**config.mk**
```make
export PLATFORM = sky130hd
export DESIGN_NAME = squarer_pipe
export DESIGN_NICKNAME = d
export VERILOG_FILES = /design/src/rtl/quadra_pkg.sv /design/src/rtl/squarer_pipe_reg.sv /design/src/rtl/squarer_pipe.sv
export SDC_FILE = /design/constraint.sdc
export NUM_CORES = 1
export LEC_CHECK = 0
export CAP_MARGIN = 30
export CORE_MARGIN = 10
export CORE_UTILIZATION = 60
export DETAILED_ROUTE_END_ITERATION = 10
export GPL_TIMING_DRIVEN = 0
export PLACE_DENSITY_LB_ADDON = 0.15
export SYNTH_ARGS = -nofsm -noshare
export SYNTH_HDL_FRONTEND = slang
export SYNTH_SLANG_ARGS = --single-unit
export TNS_END_PERCENT = 20
```
**constraint.sdc**
```tcl
create_clock -name clk -period 3.8 [get_ports clk]
set_input_delay 0.57 -clock clk [delete_from_list [all_inputs] [get_ports clk]]
set_output_delay 0.57 -clock clk [all_outputs]
set_load 0.03 [all_outputs]
```
**src/rtl/quadra_pkg.sv**
```systemverilog
// rtl/quadra_pkg.sv - shared quadratic-approximation definitions (squarer widths, rounding mode)
package quadra_pkg;

    // Per-sample rounding mode carried down the squarer pipeline.
    typedef enum logic {
        RND_TRUNC   = 1'b0,
        RND_HALF_UP = 1'b1
    } rnd_mode_e;

    // Default squarer widths for the x2 path.
    localparam int SQP_IN_W  = 17;
    localparam int SQP_OUT_W = 17;

    // Width of a square: a signed operand loses one redundant sign bit.
    function automatic int pw(input int in_w, input int signed_);
        return 2 * in_w - signed_;
    endfunction

endpackage

```
**src/rtl/squarer_pipe_reg.sv**
```systemverilog
// rtl/squarer_pipe_reg.sv - one valid/data pipeline register with load enable
module squarer_pipe_reg #(
    parameter int W = 8
) (
    input  logic         clk,
    input  logic         rst,
    input  logic         en,
    input  logic         valid_in,
    input  logic [W-1:0] data_in,
    output logic         valid,
    output logic [W-1:0] data
);

    // Load valid and data together whenever this slot may advance.
    always_ff @(posedge clk or posedge rst) begin
        if (rst) begin
            valid <= 1'b0;
            data  <= '0;
        end else if (en) begin
            valid <= valid_in;
            data  <= data_in;
        end
    end

endmodule

```
**src/rtl/squarer_pipe.sv**
```systemverilog
// rtl/squarer_pipe.sv - pipelined fixed-point squarer with valid/ready flow control
module squarer_pipe
    import quadra_pkg::*;
#(
    parameter  int IN_W   = SQP_IN_W,
    parameter  int OUT_W  = SQP_OUT_W,
    parameter  int SIGNED = 0,
    parameter  int STAGES = 2,
    localparam int OCC_W  = $clog2(STAGES + 1)
) (
    input  logic             clk,
    input  logic             rst,
    input  logic             in_valid,
    output logic             in_ready,
    input  logic [IN_W-1:0]  in_data,
    input  logic             in_rnd,
    output logic             out_valid,
    input  logic             out_ready,
    output logic [OUT_W-1:0] out_data,
    output logic [OCC_W-1:0] occupancy
);

    localparam int PW   = pw(IN_W, SIGNED);
    localparam int DROP = PW - OUT_W;
    // Intermediate stages carry the full product plus its rounding mode bit.
    localparam int DW   = PW + 1;
    localparam int NMID = (STAGES > 1) ? STAGES - 1 : 1;

    logic [STAGES-1:0] v;
    logic [STAGES-1:0] en;
    logic              in_xfer;
    logic              out_xfer;

    logic [2*IN_W-1:0] x_ext;
    logic [2*IN_W-1:0] full;
    logic [DW-1:0]     head;
    logic [DW-1:0]     tail_src;
    logic [OUT_W-1:0]  rounded;
    logic [DW-1:0]     mid_q [NMID];
    logic              unused_bits;

    // Extend to the product width so a plain modular multiply gives the
    // correct low bits for both signed and unsigned operands.
    if (SIGNED != 0) begin : g_sext
        assign x_ext = {{IN_W{in_data[IN_W-1]}}, in_data};
    end else begin : g_zext
        assign x_ext = {{IN_W{1'b0}}, in_data};
    end

    assign full = x_ext * x_ext;
    assign head = {in_rnd, full[PW-1:0]};

    // Rounding happens on whatever feeds the final stage.
    if (STAGES == 1) begin : g_tail_direct
        assign tail_src = head;
        assign mid_q[0] = '0;
    end else begin : g_tail_piped
        assign tail_src = mid_q[STAGES-2];
    end

    // Half-up adds the first dropped bit; the square never carries out.
    if (DROP > 0) begin : g_round
        logic half_up;
        assign half_up = (rnd_mode_e'(tail_src[PW]) == RND_HALF_UP) && tail_src[DROP-1];
        assign rounded = tail_src[PW-1 -: OUT_W] + OUT_W'(half_up);
    end else begin : g_noround
        assign rounded = tail_src[PW-1:0];
    end

    // Low product bits and the spare sign bit only matter for rounding.
    assign unused_bits = ^{full, tail_src, mid_q[0]};

    // Ready ripples back from the output: a slot may load if it is empty
    // or its contents move on this cycle, so bubbles collapse.
    always_comb begin : p_enable
        logic ripple;
        ripple = out_ready;
        en     = '0;
        for (int k = STAGES - 1; k >= 0; k--) begin
            ripple = !v[k] || ripple;
            en[k]  = ripple;
        end
    end

    assign in_ready  = en[0] & !rst;
    assign in_xfer   = in_valid & in_ready;
    assign out_valid = v[STAGES-1];
    assign out_xfer  = out_valid & out_ready;

    for (genvar k = 0; k < STAGES; k++) begin : g_stage
        logic vin;

        if (k == 0) begin : g_vin_first
            assign vin = in_xfer;
        end else begin : g_vin_chain
            assign vin = v[k-1];
        end

        if (k == STAGES - 1) begin : g_last
            squarer_pipe_reg #(
                .W (OUT_W)
            ) u_reg (
                .clk      (clk),
                .rst      (rst),
                .en       (en[k]),
                .valid_in (vin),
                .data_in  (rounded),
                .valid    (v[k]),
                .data     (out_data)
            );
        end else begin : g_mid
            logic [DW-1:0] din;

            if (k == 0) begin : g_din_first
                assign din = head;
            end else begin : g_din_chain
                assign din = mid_q[k-1];
            end

            squarer_pipe_reg #(
                .W (DW)
            ) u_reg (
                .clk      (clk),
                .rst      (rst),
                .en       (en[k]),
                .valid_in (vin),
                .data_in  (din),
                .valid    (v[k]),
                .data     (mid_q[k])
            );
        end
    end

    // Occupancy tracks samples accepted but not yet delivered.
    always_ff @(posedge clk or posedge rst) begin
        if (rst) begin
            occupancy <= '0;
        end else if (in_xfer && !out_xfer) begin
            occupancy <= occupancy + OCC_W'(1);
        end else if (!in_xfer && out_xfer) begin
            occupancy <= occupancy - OCC_W'(1);
        end
    end

endmodule
```
==> metrics.txt <==
status=finished, violations left; failing checks=setup timing; Final Cell Area=between 10,000 and 15,000 um^2; Worst Setup Path Type=primary input to flip-flop; Critical Path AT=roughly 5.7 ns; RSZ-0062 raised after global routing=yes; GRT Total Usage=0.228; cells along the critical path=buf_12, clkbuf_16, buf_4, nand2_2, inv_1, fa_1, fa_1, fa_1, fa_1, fa_1, inv_1, fa_1, inv_1, ha_4, a21oi_4, o211ai_1, a31oi_2, a31oi_4, or4_4, a211oi_2, a211oi_1; fraction of layout cells with a size suffix above 1=0.179; area of the mapped netlist=9890 um^2; slowest CP cell=fa_1; most used cell, CP=fa_1; MaxCap Viol Count=0; die area=about 22,000 um^2; CTS Buf Count=5; Routed Antenna Nets=0; Crit Path Max Fanout=8; period utilization=1.47; ANT cells=0; Worst-Skew Late Latency=between 0.2 and 0.3 ns; max incr delay on CP=0.55 ns; DRC=0; wire per inst=17.0 um; Slew Limit Fails=0; Least-Margin Pin Slew=~0.8 ns; initial antenna violation count=0; grt total ovfl=0; asr flop ratio synth=1.00; placed cell area=11,000 um^2; Initial DRC Count=about 470; clock skew=0.00571 ns; register area share after synthesis=0.101; # rows=46; total core area=16,000 um^2; cell family with most CP delay=adder cells; DPL Wire Length=approximately 19 mm; Routed WL=24.1 mm; top post-synthesis cells by area=fa_1, ha_1, inv_1; Clock Path Buffers=2; vias in the first global route=roughly 8,200; first-pass GRT wire length=between 40 and 50 mm; Nets=about 1,500; Die Wd=between 100 and 150 um; Port Buffer Count=41; cts hold-fix bufs=0; Slew HR=0.464; #FFs+latches synth=40; CP Buf/Inv Count=6; Final Hold Fails=0; TritonCTS clock tree=done; most frequently used cell type in the post-synthesis netlist=inv_1; Setup-failing EPs final=18; die height=between 100 and 150 um; Filler cells=around 1,200; DRT Pass-1 Iters=5; CP Launch Type=primary input; Starting Density=0.618; critical path endpoint category=flip-flop; worst min-delay path class=flip-flop to flip-flop; top post-synthesis cells by count=inv_1, fa_1, nand2_1; EDFF count, synth=0; fin worst setup slack=-1.78 ns; Synth cell types=between 40 and 50; most common flop cell mapped by yosys=dfrtp_1; WP data required=just under 4 ns; Clk pin slew, worst setup/hold paths=around 0.060 ns; Area growth, synth to finish=22.6%; CTS sink count=40; post-synth top area share=0.382; Avg Cell Area, Syn=approximately 9 um^2; Min Clock Period, post-route=around 5.6 ns; area leader, netlist=fa_1; vias=around 7,600; fmax=0.179 GHz; Syn Nets=roughly 1,400; IO Pins=43; final hold slack=approximately 0.46 ns; CTS H-tree depth=2; routability cong.=approximately 0.91; Clock Tree Root=clkbuf_16; via/cell ratio=5.38; yosys warns=0; Post-Synthesis Cells=roughly 1,100; largest net degree at the start of global routing=42
-- per-layer routing --
layer / track usage / vias to the layer above / part of all wire
met2: 0.374 / 301 / 0.47
li1: - / 3575 / -
met3: 0.0558 / 57 / 0.084
met4: 0.0624 / 0 / 0.029
met1: 0.294 / 3662 / 0.42
met5: 0 / - / 0
-- placed cells by master, fill, tap and decap left out, types with 23 or more instances in the layout --
cell / instances
a21oi_1: 29
and2_1: 53
buf_4: 45
clkdlybuf4s50_1: 25
dfrtp_1: 40
fa_1: 176
ha_1: 96
inv_1: 253
nand2_1: 100
nor2_1: 27
xnor2_1: 23
-- kinds of logic after synthesis --
kind of cell / synth area share
buffers and inverters: 0.114
adders and majority gates: 0.523
and+or+nand+nor: 0.133
AOI/OAI and AO/OA: 0.0887
xor gates and xnor gates: 0.0372
DFF: 0.101
muxes: 0.00341
-- per-stage QoR --
stage | setup slack, ns | instances | TNS (ns) | utilization
6_report | -1.78 | 1412 | -29.05 | 0.758
5_1_grt | -1.94 | 1412 | -32.42 | 0.758
4_1_cts | -1.81 | 1398 | -29.19 | 0.740
3_5_place_dp | -3.01 | 1353 | -51.02 | 0.686
3_3_place_gp | -3.02 | 1353 | -50.86 | 0.686
2_1_floorplan | -1.72 | 1096 | -28.23 | -
-- flip-flops by register name, summed over array words and instances, names as in the netlist --
name	cells
g_stage.g_last.u_reg.data	17
g_stage.g_last.u_reg.valid	1
g_stage.g_mid.u_reg.data	19
g_stage.g_mid.u_reg.valid	1
occupancy	2
-- final timing paths --
path / from / cells after the start / endpoint / slack (ns)
worst max-delay path: in_data[3] / 21 / g_stage[0].g_mid.u_reg.data[28] / -1.78
worst min-delay path: g_stage[0].g_mid.u_reg.data[34] / 2 / g_stage[0].g_mid.u_reg.data[34] / 0.46
worst max register to register: g_stage[1].g_last.u_reg.valid / 9 / occupancy[1] / 1.17
worst min register to register: g_stage[0].g_mid.u_reg.data[34] / 2 / g_stage[0].g_mid.u_reg.data[34] / 0.46
max in group asynchronous: rst / 2 / g_stage[1].g_last.u_reg.valid / 2.50
min in group asynchronous: rst / 2 / g_stage[1].g_last.u_reg.data[8] / 0.80
-- cell type report --
cell class | count | area, um^2 | share of cell area
multi-input cells | 755 | 8270 | 0.682
inverters | 272 | 1020 | 0.0845
flip-flops and latches | 40 | 1000 | 0.0825
repair buffers | 92 | 936 | 0.0772
plain buffers | 29 | 462 | 0.0381
well taps | 216 | 270 | 0.0223
clock buffers | 6 | 129 | 0.0106
clock inverters | 2 | 35.0 | 0.00289
-- what timing repair did --
item / 4_1_cts / 5_1_grt
buffers inserted: 33 / 14
resized for setup: 176 / 61
pin swaps: 31 / 54
setup endpoints to repair: 19 / 19
cloned: 4 / 0
-- worst reg2reg max path: cells and delay by family, from the launching register on --
family	cells	cell delay, ns
xor gates and xnor gates	1	0.14
adders and majority gates	1	0.35
buffers and inverters	3	1.05
DFF	1	0.35
and+or+nand+nor	4	0.66
Power is left out: the tool's default activity adds up to more than one toggle a clock period on the data nets, which glitch-free logic cannot reach.
